==> src/rtl/hd63701_sci_fifo.sv <==
// hd63701_sci_fifo: full-duplex UART with TX/RX FIFOs on the MCU register bus.
// Optional build macro SCI_PARITY_EN adds CTRL.PEN/PODD, the PAR state and STAT.PE;
// without it every frame is 8N1.
//
// state   | meaning
// IDLE    | line idle; TX waits for TE and data, RX waits for a falling edge
// START   | start bit (TX drives 0, RX waits to mid-bit and rejects false starts)
// DATA    | 8 data bits, LSB first
// PAR     | parity bit (only when PEN=1)
// STOP    | stop bit; RX pushes the byte, TX chains the next frame or idles
module hd63701_sci_fifo #(
  parameter logic [15:0] BASE       = 16'h0010,
  parameter int          FIFO_DEPTH = 4,
  parameter logic [15:0] DIV_RESET  = 16'd255
) (
  input  logic        mcu_clx2,
  input  logic        mcu_rst_n,
  input  logic [15:0] mcu_ad,
  input  logic        mcu_wr,
  input  logic [7:0]  mcu_do,
  input  logic        rx,
  output logic        tx,
  output logic        te,
  output logic        mcu_irq2_sci,
  output logic        en_sci,
  output logic [7:0]  iod
);
  localparam int AW = $clog2(FIFO_DEPTH);
  localparam logic [AW:0] PTR_ONE = {{AW{1'b0}}, 1'b1};
  localparam logic [2:0] S_IDLE = 3'd0, S_START = 3'd1, S_DATA = 3'd2, S_PAR = 3'd3, S_STOP = 3'd4;
  localparam logic [2:0] A_CTRL = 3'd0, A_STAT = 3'd1, A_DATA = 3'd2, A_DIVL = 3'd3, A_DIVH = 3'd4;
`ifdef SCI_PARITY_EN
  localparam logic [7:0] CTRL_MASK = 8'h6F;
`else
  localparam logic [7:0] CTRL_MASK = 8'h0F;
`endif

  logic [7:0]  ctrl_q;
  logic [15:0] div_q, eff_div, half_div, off;
  logic [4:0]  key_q;
  logic [2:0]  sel;
  logic        first, rd_first, wr_first, stat_rd;
  logic        re, rie, tie, pen, podd;
  logic        ovr_q, fe_q, pe_q, txovf_q, ovr_set, fe_set, pe_set, txovf_set;
  logic [7:0]  rxf_mem [FIFO_DEPTH];
  logic [7:0]  txf_mem [FIFO_DEPTH];
  logic [AW:0] rxf_wp_q, rxf_rp_q, txf_wp_q, txf_rp_q;
  logic        rxf_empty, rxf_full, rxf_pop, rxf_push;
  logic        txf_empty, txf_full, txf_pop, txf_push, txf_push_req;
  logic [2:0]  tx_state_q, tx_bit_q, rx_state_q, rx_bit_q;
  logic [15:0] tx_cnt_q, rx_cnt_q;
  logic [7:0]  tx_sh_q, rx_sh_q, stat, rx_head;
  logic        tx_par_q, tx_q, tx_line, tx_load;
  logic        rx_s1_q, rx_s2_q, rx_prev_q, rx_fall, rx_push_q;

  // A new access starts whenever the (window, register, direction) key changes.
  assign off      = mcu_ad - BASE;
  assign en_sci   = off < 16'd5;
  assign sel      = off[2:0];
  assign first    = en_sci && (key_q != {1'b1, sel, mcu_wr});
  assign rd_first = first && !mcu_wr;
  assign wr_first = first && mcu_wr;
  assign stat_rd  = rd_first && (sel == A_STAT);

  assign re  = ctrl_q[0];
  assign te  = ctrl_q[1];
  assign rie = ctrl_q[2];
  assign tie = ctrl_q[3];
`ifdef SCI_PARITY_EN
  assign pen  = ctrl_q[5];
  assign podd = ctrl_q[6];
`else
  assign pen  = 1'b0;
  assign podd = 1'b0;
`endif

  // Periods below 4 clocks are clamped; counting eff_div..0 gives eff_div+1 clocks,
  // so DIV=16'hFFFF yields 65536 without a wider counter.
  assign eff_div  = (div_q < 16'd3) ? 16'd3 : div_q;
  assign half_div = {1'b0, eff_div[15:1]} + {15'd0, eff_div[0]};

  // Control/divider registers and the access-edge key.
  always_ff @(posedge mcu_clx2 or negedge mcu_rst_n) begin
    if (!mcu_rst_n) begin
      ctrl_q <= 8'h00;
      div_q  <= DIV_RESET;
      key_q  <= 5'd0;
    end else begin
      key_q <= {en_sci, sel, mcu_wr};
      if (wr_first) begin
        case (sel)
          A_CTRL:  ctrl_q      <= mcu_do & CTRL_MASK;
          A_DIVL:  div_q[7:0]  <= mcu_do;
          A_DIVH:  div_q[15:8] <= mcu_do;
          default: ;
        endcase
      end
    end
  end

  // FIFO status and arbitration; a same-cycle pop frees the slot for the push.
  assign rxf_empty    = rxf_wp_q == rxf_rp_q;
  assign rxf_full     = (rxf_wp_q[AW] != rxf_rp_q[AW]) && (rxf_wp_q[AW-1:0] == rxf_rp_q[AW-1:0]);
  assign txf_empty    = txf_wp_q == txf_rp_q;
  assign txf_full     = (txf_wp_q[AW] != txf_rp_q[AW]) && (txf_wp_q[AW-1:0] == txf_rp_q[AW-1:0]);
  assign rxf_pop      = rd_first && (sel == A_DATA) && !rxf_empty;
  assign rxf_push     = rx_push_q && (!rxf_full || rxf_pop);
  assign ovr_set      = rx_push_q && rxf_full && !rxf_pop;
  assign txf_push_req = wr_first && (sel == A_DATA);
  assign txf_push     = txf_push_req && (!txf_full || txf_pop);
  assign txovf_set    = txf_push_req && txf_full && !txf_pop;
  assign tx_load      = te && !txf_empty &&
                        ((tx_state_q == S_IDLE) || ((tx_state_q == S_STOP) && (tx_cnt_q == 16'd0)));
  assign txf_pop      = tx_load;
  assign rx_head      = rxf_empty ? 8'h00 : rxf_mem[rxf_rp_q[AW-1:0]];

  // FIFO pointers.
  always_ff @(posedge mcu_clx2 or negedge mcu_rst_n) begin
    if (!mcu_rst_n) begin
      rxf_wp_q <= '0;
      rxf_rp_q <= '0;
      txf_wp_q <= '0;
      txf_rp_q <= '0;
    end else begin
      if (rxf_push) rxf_wp_q <= rxf_wp_q + PTR_ONE;
      if (rxf_pop)  rxf_rp_q <= rxf_rp_q + PTR_ONE;
      if (txf_push) txf_wp_q <= txf_wp_q + PTR_ONE;
      if (txf_pop)  txf_rp_q <= txf_rp_q + PTR_ONE;
    end
  end

  // FIFO storage (no reset needed; pointers define validity).
  always_ff @(posedge mcu_clx2) begin
    if (rxf_push) rxf_mem[rxf_wp_q[AW-1:0]] <= rx_sh_q;
    if (txf_push) txf_mem[txf_wp_q[AW-1:0]] <= mcu_do;
  end

  // Sticky error flags: a set in the same cycle as the clearing read wins.
  always_ff @(posedge mcu_clx2 or negedge mcu_rst_n) begin
    if (!mcu_rst_n) begin
      ovr_q   <= 1'b0;
      fe_q    <= 1'b0;
      pe_q    <= 1'b0;
      txovf_q <= 1'b0;
    end else begin
      ovr_q   <= ovr_set   | (ovr_q   & ~stat_rd);
      fe_q    <= fe_set    | (fe_q    & ~stat_rd);
      pe_q    <= pe_set    | (pe_q    & ~stat_rd);
      txovf_q <= txovf_set | (txovf_q & ~stat_rd);
    end
  end

  // TX line level for the current state; registered so tx falls one clock after the pop.
  always_comb begin
    tx_line = 1'b1;
    case (tx_state_q)
      S_START: tx_line = 1'b0;
      S_DATA:  tx_line = tx_sh_q[0];
      S_PAR:   tx_line = tx_par_q;
      default: tx_line = 1'b1;
    endcase
  end

  // TX FSM with bit down-counter.
  always_ff @(posedge mcu_clx2 or negedge mcu_rst_n) begin
    if (!mcu_rst_n) begin
      tx_state_q <= S_IDLE;
      tx_cnt_q   <= 16'd0;
      tx_bit_q   <= 3'd0;
      tx_sh_q    <= 8'h00;
      tx_par_q   <= 1'b0;
      tx_q       <= 1'b1;
    end else begin
      tx_q <= tx_line;
      if (tx_load) begin
        tx_sh_q    <= txf_mem[txf_rp_q[AW-1:0]];
        tx_par_q   <= podd ^ (^txf_mem[txf_rp_q[AW-1:0]]);
        tx_cnt_q   <= eff_div;
        tx_state_q <= S_START;
      end else if (tx_state_q == S_IDLE) begin
        tx_state_q <= S_IDLE;
      end else if (tx_cnt_q != 16'd0) begin
        tx_cnt_q <= tx_cnt_q - 16'd1;
      end else begin
        tx_cnt_q <= eff_div;
        case (tx_state_q)
          S_START: begin
            tx_state_q <= S_DATA;
            tx_bit_q   <= 3'd0;
          end
          S_DATA: begin
            tx_sh_q  <= {1'b0, tx_sh_q[7:1]};
            tx_bit_q <= tx_bit_q + 3'd1;
            if (tx_bit_q == 3'd7) tx_state_q <= pen ? S_PAR : S_STOP;
          end
          S_PAR:   tx_state_q <= S_STOP;
          default: tx_state_q <= S_IDLE;
        endcase
      end
    end
  end

  assign rx_fall = rx_prev_q && !rx_s2_q;
  assign fe_set  = re && (rx_state_q == S_STOP) && (rx_cnt_q == 16'd0) && !rx_s2_q;
  assign pe_set  = re && (rx_state_q == S_PAR) && (rx_cnt_q == 16'd0) &&
                   (rx_s2_q != (podd ^ (^rx_sh_q)));

  // RX synchroniser and FSM; RE=0 parks the FSM in IDLE without touching the FIFO.
  always_ff @(posedge mcu_clx2 or negedge mcu_rst_n) begin
    if (!mcu_rst_n) begin
      rx_s1_q    <= 1'b1;
      rx_s2_q    <= 1'b1;
      rx_prev_q  <= 1'b1;
      rx_state_q <= S_IDLE;
      rx_cnt_q   <= 16'd0;
      rx_bit_q   <= 3'd0;
      rx_sh_q    <= 8'h00;
      rx_push_q  <= 1'b0;
    end else begin
      rx_s1_q   <= rx;
      rx_s2_q   <= rx_s1_q;
      rx_prev_q <= rx_s2_q;
      rx_push_q <= 1'b0;
      if (!re) begin
        rx_state_q <= S_IDLE;
      end else if (rx_state_q == S_IDLE) begin
        if (rx_fall) begin
          rx_state_q <= S_START;
          rx_cnt_q   <= half_div;
        end
      end else if (rx_cnt_q != 16'd0) begin
        rx_cnt_q <= rx_cnt_q - 16'd1;
      end else begin
        rx_cnt_q <= eff_div;
        case (rx_state_q)
          S_START: begin
            rx_state_q <= rx_s2_q ? S_IDLE : S_DATA;
            rx_bit_q   <= 3'd0;
          end
          S_DATA: begin
            rx_sh_q  <= {rx_s2_q, rx_sh_q[7:1]};
            rx_bit_q <= rx_bit_q + 3'd1;
            if (rx_bit_q == 3'd7) rx_state_q <= pen ? S_PAR : S_STOP;
          end
          S_PAR: rx_state_q <= S_STOP;
          S_STOP: begin
            rx_push_q  <= 1'b1;
            rx_state_q <= S_IDLE;
          end
          default: rx_state_q <= S_IDLE;
        endcase
      end
    end
  end

  assign stat = {txovf_q, pe_q, fe_q, ovr_q, ~txf_full,
                 txf_empty && (tx_state_q == S_IDLE), rxf_full, ~rxf_empty};
  assign tx   = tx_q;
  assign mcu_irq2_sci = (rie && (~rxf_empty || ovr_q || fe_q || pe_q)) || (tie && ~txf_full);

  // Combinational read mux; zero outside the window.
  always_comb begin
    iod = 8'h00;
    if (en_sci) begin
      case (sel)
        A_CTRL:  iod = ctrl_q;
        A_STAT:  iod = stat;
        A_DATA:  iod = rx_head;
        A_DIVL:  iod = div_q[7:0];
        A_DIVH:  iod = div_q[15:8];
        default: iod = 8'h00;
      endcase
    end
  end
endmodule

==> config.mk <==
export PLATFORM = sky130hd
export DESIGN_NAME = hd63701_sci_fifo
export DESIGN_NICKNAME = d
export VERILOG_FILES = /design/src/rtl/hd63701_sci_fifo.sv
export SDC_FILE = /design/constraint.sdc
export NUM_CORES = 1
export LEC_CHECK = 0
export CAP_MARGIN = 20
export CORE_AREA = 4 4 134 162
export CTS_CLUSTER_DIAMETER = 80
export DETAILED_ROUTE_END_ITERATION = 8
export DIE_AREA = 0 0 138 166
export GPL_ROUTABILITY_DRIVEN = 0
export SYNTH_ARGS = -nofsm -noshare
export SYNTH_HDL_FRONTEND = slang
export SYNTH_SLANG_ARGS = --single-unit
==> constraint.sdc <==
create_clock -name mcu_clx2 -period 4.45 [get_ports mcu_clx2]
set_clock_uncertainty 0.1 [all_clocks]
set_input_delay 0.89 -clock mcu_clx2 [delete_from_list [all_inputs] [get_ports mcu_clx2]]
set_output_delay 0.89 -clock mcu_clx2 [all_outputs]
set_load 0.005 [all_outputs]
==> impl_metrics.xml, run 1 <==
<?xml version="1.0" encoding="UTF-8"?>
<metrics>
  <group name="clock_network">
    <metric name="number_of_buffers_created_by_cts" unit="">17</metric>
    <metric name="setup_fix_buffers_added_after_clock_tree_synthesis" unit="">0</metric>
    <metric name="clk_pin_slew" unit="ns">0.07</metric>
    <metric name="numClockSinks" unit="">171</metric>
    <metric name="post_cts_hold_buffer_count" unit="">0</metric>
    <metric name="htreeDepth" unit="">4</metric>
    <metric name="clk_latency" unit="ns">0.43</metric>
    <metric name="tritoncts" unit="">built</metric>
    <metric name="post_cts_sizing_count" unit="">0</metric>
    <metric name="clock_path_buffers" unit="">2</metric>
    <metric name="clock-root-buffer" unit="">sky130_fd_sc_hd__clkbuf_16</metric>
  </group>
  <group name="synthesis">
    <metric name="ys_seq_elements" unit="">171</metric>
    <metric name="postSynthNetCount" unit="">823</metric>
    <metric name="synth-edff-count" unit="">64</metric>
    <metric name="syn_inst" unit="">776</metric>
    <metric name="yosys_most_used_dff" unit="">sky130_fd_sc_hd__dfrtp_1</metric>
    <metric name="netlist-cell-type-count" unit="">77</metric>
    <metric name="synth_area_per_cell" unit="um2">11.47</metric>
    <metric name="ys_seq_area_share" unit="%">51.86</metric>
    <metric name="async_reset_ff_share" unit="%">62.57</metric>
    <metric name="mappedNetlistArea" unit="mm2">0.008897</metric>
    <metric name="yosysWarnings" unit="">0</metric>
  </group>
  <group name="detailed_routing">
    <metric name="drt.antenna.violating_nets" unit="">0</metric>
    <metric name="detailroute.via_count" unit="">6163</metric>
    <metric name="via_density_per_instance" unit="">5.717</metric>
    <metric name="remaining_drc_errors" unit="">0</metric>
    <metric name="finalWirelength" unit="um">20700</metric>
    <metric name="drt-pass1-iter-count" unit="">7</metric>
    <metric name="routedWlPerCell" unit="um">19.21</metric>
    <metric name="dr_iter_0_viols" unit="">474</metric>
  </group>
  <group name="timing">
    <metric name="timing.final.setup_violations" unit="">0</metric>
    <metric name="timing_worst_slew_pin_value" unit="ns">0.8794</metric>
    <metric name="fin_setup_tns" unit="ns">0</metric>
    <metric name="hold_violations" unit="">0</metric>
    <metric name="fin_ws" unit="ns">0.2355</metric>
    <metric name="slew-limit-headroom" unit="%">41.38</metric>
    <metric name="period_share" unit="%">94.71</metric>
    <metric name="min_period" unit="ns">4.215</metric>
    <metric name="rsz_0062_raised_after_global_routing" unit="">no</metric>
    <metric name="maxClockFrequency" unit="GHz">0.2373</metric>
    <metric name="slew_viol_final" unit="">0</metric>
  </group>
  <group name="critical_path">
    <metric name="critical_path.n_buffers_inverters" unit="">2</metric>
    <metric name="regToRegStartpoint" unit="">tx_cnt_q[0]</metric>
    <metric name="crit_path_max_incr_delay" unit="ns">0.59</metric>
    <metric name="startpoint" unit="">mcu_ad[0]</metric>
    <metric name="r2r_end" unit="">tx_sh_q[3]</metric>
    <metric name="timing.critical_path.cells" unit="">clkdlybuf4s50_1 -&gt; nor2b_1 -&gt; nand2b_1 -&gt; nor3_1 -&gt; a221oi_1 -&gt; a21oi_1 -&gt; clkdlybuf4s50_1</metric>
    <metric name="r2r_slack" unit="ns">1.18</metric>
    <metric name="critical_path.startpoint_type" unit="">input port</metric>
    <metric name="cp_data_arrival_time" unit="ns">3.22</metric>
    <metric name="critPathSlowestCell" unit="">sky130_fd_sc_hd__clkdlybuf4s50_1</metric>
    <metric name="worst-r2r-cell-count" unit="">8</metric>
    <metric name="worst_setup_path_end_kind" unit="">output pin</metric>
    <metric name="delay_heaviest_family_cp" unit="">buffers and inverters</metric>
    <metric name="critical_path_cell_count" unit="">7</metric>
    <metric name="endpoint" unit="">iod[2]</metric>
    <metric name="cp_max_fo" unit="">7</metric>
    <metric name="critical_path_class" unit="">in -&gt; out</metric>
    <metric name="path_common_cell" unit="">sky130_fd_sc_hd__clkdlybuf4s50_1</metric>
    <metric name="cp.required" unit="ns">3.46</metric>
  </group>
  <group name="pwr">
    <metric name="switching_share" unit="%">34.89</metric>
    <metric name="power_frac_clock" unit="%">30.8</metric>
    <metric name="vdd.ir_drop.worst" unit="uV">628.4</metric>
    <metric name="power_frac_comb" unit="%">30.9</metric>
    <metric name="p_seq_share" unit="%">38.3</metric>
    <metric name="intPower" unit="W">0.003038</metric>
    <metric name="power_density" unit="mW/mm2">462.1</metric>
    <metric name="leakagePower" unit="nW">4.155</metric>
    <metric name="net-switching-power" unit="W">0.001628</metric>
  </group>
  <group name="final_layout">
    <metric name="synthToLayoutAreaGrowth" unit="%">13.49</metric>
    <metric name="mostFrequentLayoutCell" unit="">sky130_fd_sc_hd__dfrtp_1</metric>
    <metric name="layout_common_cells" unit="">sky130_fd_sc_hd__dfrtp_1 (95), sky130_fd_sc_hd__nand2_1 (74), sky130_fd_sc_hd__edfxtp_1 (64)</metric>
    <metric name="layout.cells.non_filler" unit="">1078</metric>
    <metric name="insertedDiodeCount" unit="">0</metric>
    <metric name="drive_gt1_share" unit="%">18.33</metric>
    <metric name="nets" unit="">847</metric>
  </group>
  <group name="min_path">
    <metric name="min_path_type" unit="">reg -&gt; reg</metric>
    <metric name="min_delay_path_depth" unit="">0</metric>
  </group>
  <group name="run">
    <metric name="drv_cap" unit="">0</metric>
  </group>
  <group name="place">
    <metric name="pre_cts_ws" unit="ns">0.2569</metric>
    <metric name="port_buffers" unit="">39</metric>
    <metric name="post-dp-hpwl" unit="um">14390</metric>
    <metric name="placed_instances" unit="">1045</metric>
  </group>
  <group name="die">
    <metric name="core.rowCount" unit="">57</metric>
    <metric name="chipWidth" unit="um">138</metric>
    <metric name="floorplan.core_area" unit="mm2">0.02011</metric>
    <metric name="design.die.area" unit="mm2">0.02291</metric>
    <metric name="ios" unit="">40</metric>
    <metric name="effective_utilization_at_floorplan" unit="%">44.24</metric>
    <metric name="die_height" unit="um">166</metric>
  </group>
  <group name="grt">
    <metric name="overall_track_demand_over_capacity_in_global_routing" unit="%">18.44</metric>
    <metric name="via_count_of_the_first_global_routing_pass" unit="">6289</metric>
    <metric name="grt_total_ovfl" unit="">0</metric>
    <metric name="grt_start_max_net_pins" unit="">59</metric>
    <metric name="grt_antenna_before_repair" unit="">0</metric>
    <metric name="grt_pass1_wl" unit="um">34030</metric>
  </group>
  <group name="run_status">
    <metric name="outcome" unit="">finished clean</metric>
  </group>
</metrics>
==> layout make-up <==
cell class / count / area (um2)
inverters: 19 / 71.32
clock inverters: 15 / 153.9
flip-flops and latches: 171 / 4614
repair buffers: 53 / 490.5
fillers: 1813 / 10010
multi-input cells: 538 / 4010
well taps: 265 / 331.6
clock buffers: 17 / 425.4
==> cell usage after synthesis, types with 17 or more instances <==
| master | count | area, um2 |
|---|---|---|
| sky130_fd_sc_hd__a21oi_1 | 30 | 150.1 |
| sky130_fd_sc_hd__clkbuf_1 | 37 | 138.9 |
| sky130_fd_sc_hd__dfrtp_1 | 95 | 2377 |
| sky130_fd_sc_hd__edfxtp_1 | 64 | 1922 |
| sky130_fd_sc_hd__ha_1 | 19 | 237.7 |
| sky130_fd_sc_hd__inv_1 | 19 | 71.32 |
| sky130_fd_sc_hd__mux2_2 | 48 | 540.5 |
| sky130_fd_sc_hd__nand2_1 | 74 | 277.8 |
| sky130_fd_sc_hd__nor2_1 | 53 | 198.9 |
| sky130_fd_sc_hd__nor3_1 | 20 | 100.1 |
| sky130_fd_sc_hd__nor4_1 | 17 | 106.4 |
| sky130_fd_sc_hd__o21ai_0 | 46 | 230.2 |
| sky130_fd_sc_hd__xnor2_1 | 33 | 289.0 |
| sky130_fd_sc_hd__xor2_1 | 22 | 192.7 |
==> worst reg2reg max path: cells and delay by family, from the launching register on <==
family          cells  cell delay (ns)
mux                 2             0.71
simple gates        3             0.99
flops               1             0.42
fa+ha+maj           1             0.20
compound gates      1             0.66
buf+inv             1             0.09
==> worst min path at each step <==
stage / slack [ns] / start / end
floorplan: 0.25 / rx_s1_q / rx_s2_q
CTS: 0.26 / rx_s1_q / rx_s2_q
detailed placement: 0.25 / rx_s1_q / rx_s2_q
global route: 0.26 / rx_s1_q / rx_s2_q
finish: 0.26 / rx_s1_q / rx_s2_q
global placement: 0.25 / rx_s1_q / rx_s2_q
==> power groups by stage <==
stage	clock (W)	sequential, W	combinational [W]
floorplan	0	0.00180	0.00121
global placement	0	0.00181	0.00138
detailed placement	0	0.00182	0.00143
CTS	0.00148	0.00179	0.00144
global route	0.00154	0.00180	0.00162
finish	0.00144	0.00179	0.00144
==> metrics by stage <==
step	power (W)	instance area (um2)	util (%)	hold WS, ns
3_3_place_gp	0.003193	9513	47.30	0.2474
5_1_grt	0.004959	10100	50.21	0.2645
6_report	0.004666	10100	50.21	0.2582
2_1_floorplan	0.003012	8897	-	0.2452
3_5_place_dp	0.003251	9513	47.30	0.2488
4_1_cts	0.004705	10090	50.18	0.2586
==> logic make-up (layout without fill, tap and decap cells) <==
kind of cell / Yosys count / in the layout / synth area share, %
multiplexers: 79 / 79 / 12.21
XOR/XNOR: 55 / 55 / 5.414
buffers and inverters: 67 / 104 / 3.136
flip-flops: 171 / 171 / 51.86
AO/OA/AOI/OAI: 149 / 149 / 11.56
AND/OR/NAND/NOR: 236 / 236 / 13.15
adder cells (fa/ha/maj): 19 / 19 / 2.672
==> state kept, by name (all words and copies together), names as in the netlist, 3 cells and up <==
signal,count
rxf_mem,32
rxf_rp_q,3
txf_rp_q,3
rx_bit_q,3
rxf_wp_q,3
ctrl_q,4
rx_sh_q,8
tx_state_q,3
div_q,16
txf_mem,32
tx_cnt_q,16
key_q,5
tx_sh_q,8
rx_state_q,3
rx_cnt_q,16
txf_wp_q,3
tx_bit_q,3
==> layer usage <==
metal | GRT usage, % | vias to the layer above | part of all wire (%)
li1 | - | 2897 | -
met1 | 23.12 | 3104 | 43
met2 | 31.54 | 123 | 51
met3 | 3.831 | 39 | 3.9
met4 | 6.790 | 0 | 2.5
met5 | 0 | - | 0
(Power assumes the default switching activity.)
==> run 2, diff against run 1 <==
--- a/config.mk
+++ b/config.mk
@@ -11,6 +11,7 @@
 export DETAILED_ROUTE_END_ITERATION = 8
 export DIE_AREA = 0 0 138 166
 export GPL_ROUTABILITY_DRIVEN = 0
+export PLACE_DENSITY = 0.62
 export SYNTH_ARGS = -nofsm -noshare
 export SYNTH_HDL_FRONTEND = slang
 export SYNTH_SLANG_ARGS = --single-unit
==> impl_metrics.xml, run 2 (synthesis results as in run 1) <==
<?xml version="1.0" encoding="UTF-8"?>
<metrics>
  <group name="critical_path">
    <metric name="cp_data_arrival_time" unit="ns">3.12</metric>
    <metric name="startpoint" unit="">mcu_ad[0]</metric>
    <metric name="cp.required" unit="ns">3.46</metric>
    <metric name="critical_path_class" unit="">in -&gt; out</metric>
    <metric name="timing.critical_path.cells" unit="">clkdlybuf4s50_1 -&gt; nor2b_1 -&gt; nor2b_1 -&gt; a31o_2 -&gt; a222oi_1 -&gt; nor2_1 -&gt; clkdlybuf4s50_1</metric>
    <metric name="r2r_end" unit="">txf_mem[2][1]</metric>
    <metric name="delay_heaviest_family_cp" unit="">buffers and inverters</metric>
    <metric name="critPathSlowestCell" unit="">sky130_fd_sc_hd__clkdlybuf4s50_1</metric>
    <metric name="regToRegStartpoint" unit="">tx_cnt_q[0]</metric>
    <metric name="crit_path_max_incr_delay" unit="ns">0.60</metric>
    <metric name="worst_setup_path_end_kind" unit="">output pin</metric>
    <metric name="worst-r2r-cell-count" unit="">8</metric>
    <metric name="critical_path.n_buffers_inverters" unit="">2</metric>
    <metric name="cp_max_fo" unit="">7</metric>
    <metric name="critical_path.startpoint_type" unit="">input port</metric>
    <metric name="r2r_slack" unit="ns">1.18</metric>
  </group>
  <group name="detailed_routing">
    <metric name="routedWlPerCell" unit="um">18.73</metric>
    <metric name="finalWirelength" unit="um">20210</metric>
    <metric name="topRoutingLayerUsed" unit="">met4</metric>
    <metric name="via_density_per_instance" unit="">5.639</metric>
    <metric name="detailroute.via_count" unit="">6084</metric>
    <metric name="m1WireLength" unit="um">8808</metric>
    <metric name="remaining_drc_errors" unit="">0</metric>
    <metric name="met3_length" unit="um">707</metric>
    <metric name="routed-wl-met2" unit="um">10160</metric>
    <metric name="drt-pass1-iter-count" unit="">7</metric>
    <metric name="dr_iter_0_viols" unit="">399</metric>
    <metric name="drt.antenna.violating_nets" unit="">0</metric>
  </group>
  <group name="timing">
    <metric name="timing.final.setup_violations" unit="">0</metric>
    <metric name="slew_viol_final" unit="">0</metric>
    <metric name="fin_ws" unit="ns">0.3423</metric>
    <metric name="timing_worst_slew_pin_value" unit="ns">1.152</metric>
    <metric name="slew-limit-headroom" unit="%">22.50</metric>
    <metric name="maxClockFrequency" unit="GHz">0.2434</metric>
    <metric name="min_period" unit="ns">4.108</metric>
    <metric name="fin_setup_tns" unit="ns">0</metric>
    <metric name="rsz_0062_raised_after_global_routing" unit="">no</metric>
    <metric name="period_share" unit="%">92.31</metric>
    <metric name="hold_violations" unit="">0</metric>
  </group>
  <group name="clock_network">
    <metric name="clock-root-buffer" unit="">sky130_fd_sc_hd__clkbuf_16</metric>
    <metric name="post_cts_sizing_count" unit="">0</metric>
    <metric name="setup_fix_buffers_added_after_clock_tree_synthesis" unit="">0</metric>
    <metric name="htreeDepth" unit="">4</metric>
    <metric name="clock_path_buffers" unit="">2</metric>
    <metric name="clk_latency" unit="ns">0.43</metric>
    <metric name="numClockSinks" unit="">171</metric>
    <metric name="number_of_buffers_created_by_cts" unit="">17</metric>
    <metric name="tritoncts" unit="">built</metric>
    <metric name="post_cts_hold_buffer_count" unit="">0</metric>
    <metric name="clk_pin_slew" unit="ns">0.07</metric>
  </group>
  <group name="final_layout">
    <metric name="insertedDiodeCount" unit="">0</metric>
    <metric name="nFillCells" unit="">1805</metric>
    <metric name="layout_common_cells" unit="">sky130_fd_sc_hd__dfrtp_1 (95), sky130_fd_sc_hd__nand2_1 (74), sky130_fd_sc_hd__edfxtp_1 (64)</metric>
    <metric name="drive_gt1_share" unit="%">18.30</metric>
    <metric name="layout.cells.non_filler" unit="">1079</metric>
    <metric name="nets" unit="">848</metric>
    <metric name="multiInputGateArea" unit="mm2">0.004010</metric>
    <metric name="mostFrequentLayoutCell" unit="">sky130_fd_sc_hd__dfrtp_1</metric>
    <metric name="synthToLayoutAreaGrowth" unit="%">13.64</metric>
    <metric name="ff_latch_area" unit="mm2">0.004614</metric>
    <metric name="final_core_utilization" unit="%">50.27</metric>
  </group>
  <group name="grt">
    <metric name="via_count_of_the_first_global_routing_pass" unit="">6289</metric>
    <metric name="grt_total_ovfl" unit="">0</metric>
    <metric name="grt_pass1_wl" unit="um">33490</metric>
    <metric name="grt_antenna_before_repair" unit="">0</metric>
    <metric name="grt_start_max_net_pins" unit="">82</metric>
    <metric name="overall_track_demand_over_capacity_in_global_routing" unit="%">18.02</metric>
  </group>
  <group name="place">
    <metric name="port_buffers" unit="">39</metric>
    <metric name="post-dp-hpwl" unit="um">14190</metric>
    <metric name="placed_instances" unit="">1046</metric>
    <metric name="pre_cts_ws" unit="ns">0.3564</metric>
  </group>
  <group name="die">
    <metric name="chipWidth" unit="um">138</metric>
    <metric name="ios" unit="">40</metric>
    <metric name="core.rowCount" unit="">57</metric>
    <metric name="die_height" unit="um">166</metric>
    <metric name="design.die.area" unit="mm2">0.02291</metric>
    <metric name="floorplan.core_area" unit="mm2">0.02011</metric>
    <metric name="effective_utilization_at_floorplan" unit="%">44.24</metric>
  </group>
  <group name="run_status">
    <metric name="outcome" unit="">finished clean</metric>
  </group>
  <group name="pwr">
    <metric name="power_density" unit="mW/mm2">459.9</metric>
    <metric name="post_layout_total_power" unit="W">0.004650</metric>
    <metric name="vdd.ir_drop.worst" unit="uV">792.4</metric>
    <metric name="leakagePower" unit="nW">4.152</metric>
  </group>
  <group name="run">
    <metric name="drv_cap" unit="">0</metric>
  </group>
  <group name="min_path">
    <metric name="min_path_type" unit="">in -&gt; async</metric>
  </group>
</metrics>
run 2: routing by layer:
metal | vias to the layer above | global-route usage, %
met5 | - | 0
met4 | 0 | 6.833
met3 | 33 | 2.851
met2 | 132 | 30.78
met1 | 3022 | 23.13
li1 | 2897 | -
run 2: cell type report:
type                       count  area share (%)
clock inverter                13           1.287
sequential                   171           45.64
inverter                      19          0.7054
clock buffer                  19           4.282
multi-input combinational    538           39.66
timing repair buffer          54           5.148
tap                          265           3.279
run 2: power breakdown:
part / internal, W / total, W / switching [W]
sequential: 0.00171 / 0.00179 / 0.0000787
combinational: 0.000584 / 0.00145 / 0.000868
clock: 0.000741 / 0.00141 / 0.000669
total: 0.00303 / 0.00465 / 0.00162
run 2: worst register-to-register path: stages, from the launching register on:
cell and delay (ns):
sky130_fd_sc_hd__dfrtp_1 0.41, sky130_fd_sc_hd__inv_1 0.09, sky130_fd_sc_hd__ha_1 0.22, sky130_fd_sc_hd__nor3b_1 0.35, sky130_fd_sc_hd__nand3_1 0.29, sky130_fd_sc_hd__or2_4 0.38
sky130_fd_sc_hd__a21o_4 0.29, sky130_fd_sc_hd__a211oi_4 0.34, sky130_fd_sc_hd__and2_1 0.43
run 2: worst max path at each step:
stage,end,cells past startpoint,slack (ns)
finish,iod[0],7,0.34
global route,iod[6],7,0.21
CTS,iod[2],7,0.35
detailed placement,iod[2],7,0.36
global placement,iod[2],7,0.43
floorplan,txf_mem[3][0],7,1.22
run 2: per-stage QoR:
stage               cell area (um2)  hold WS, ns
floorplan                      8897       0.2452
global placement               9520       0.2466
detailed placement             9520       0.2482
CTS                           10080       0.2576
global route                  10110       0.1859
finish                        10110       0.1916
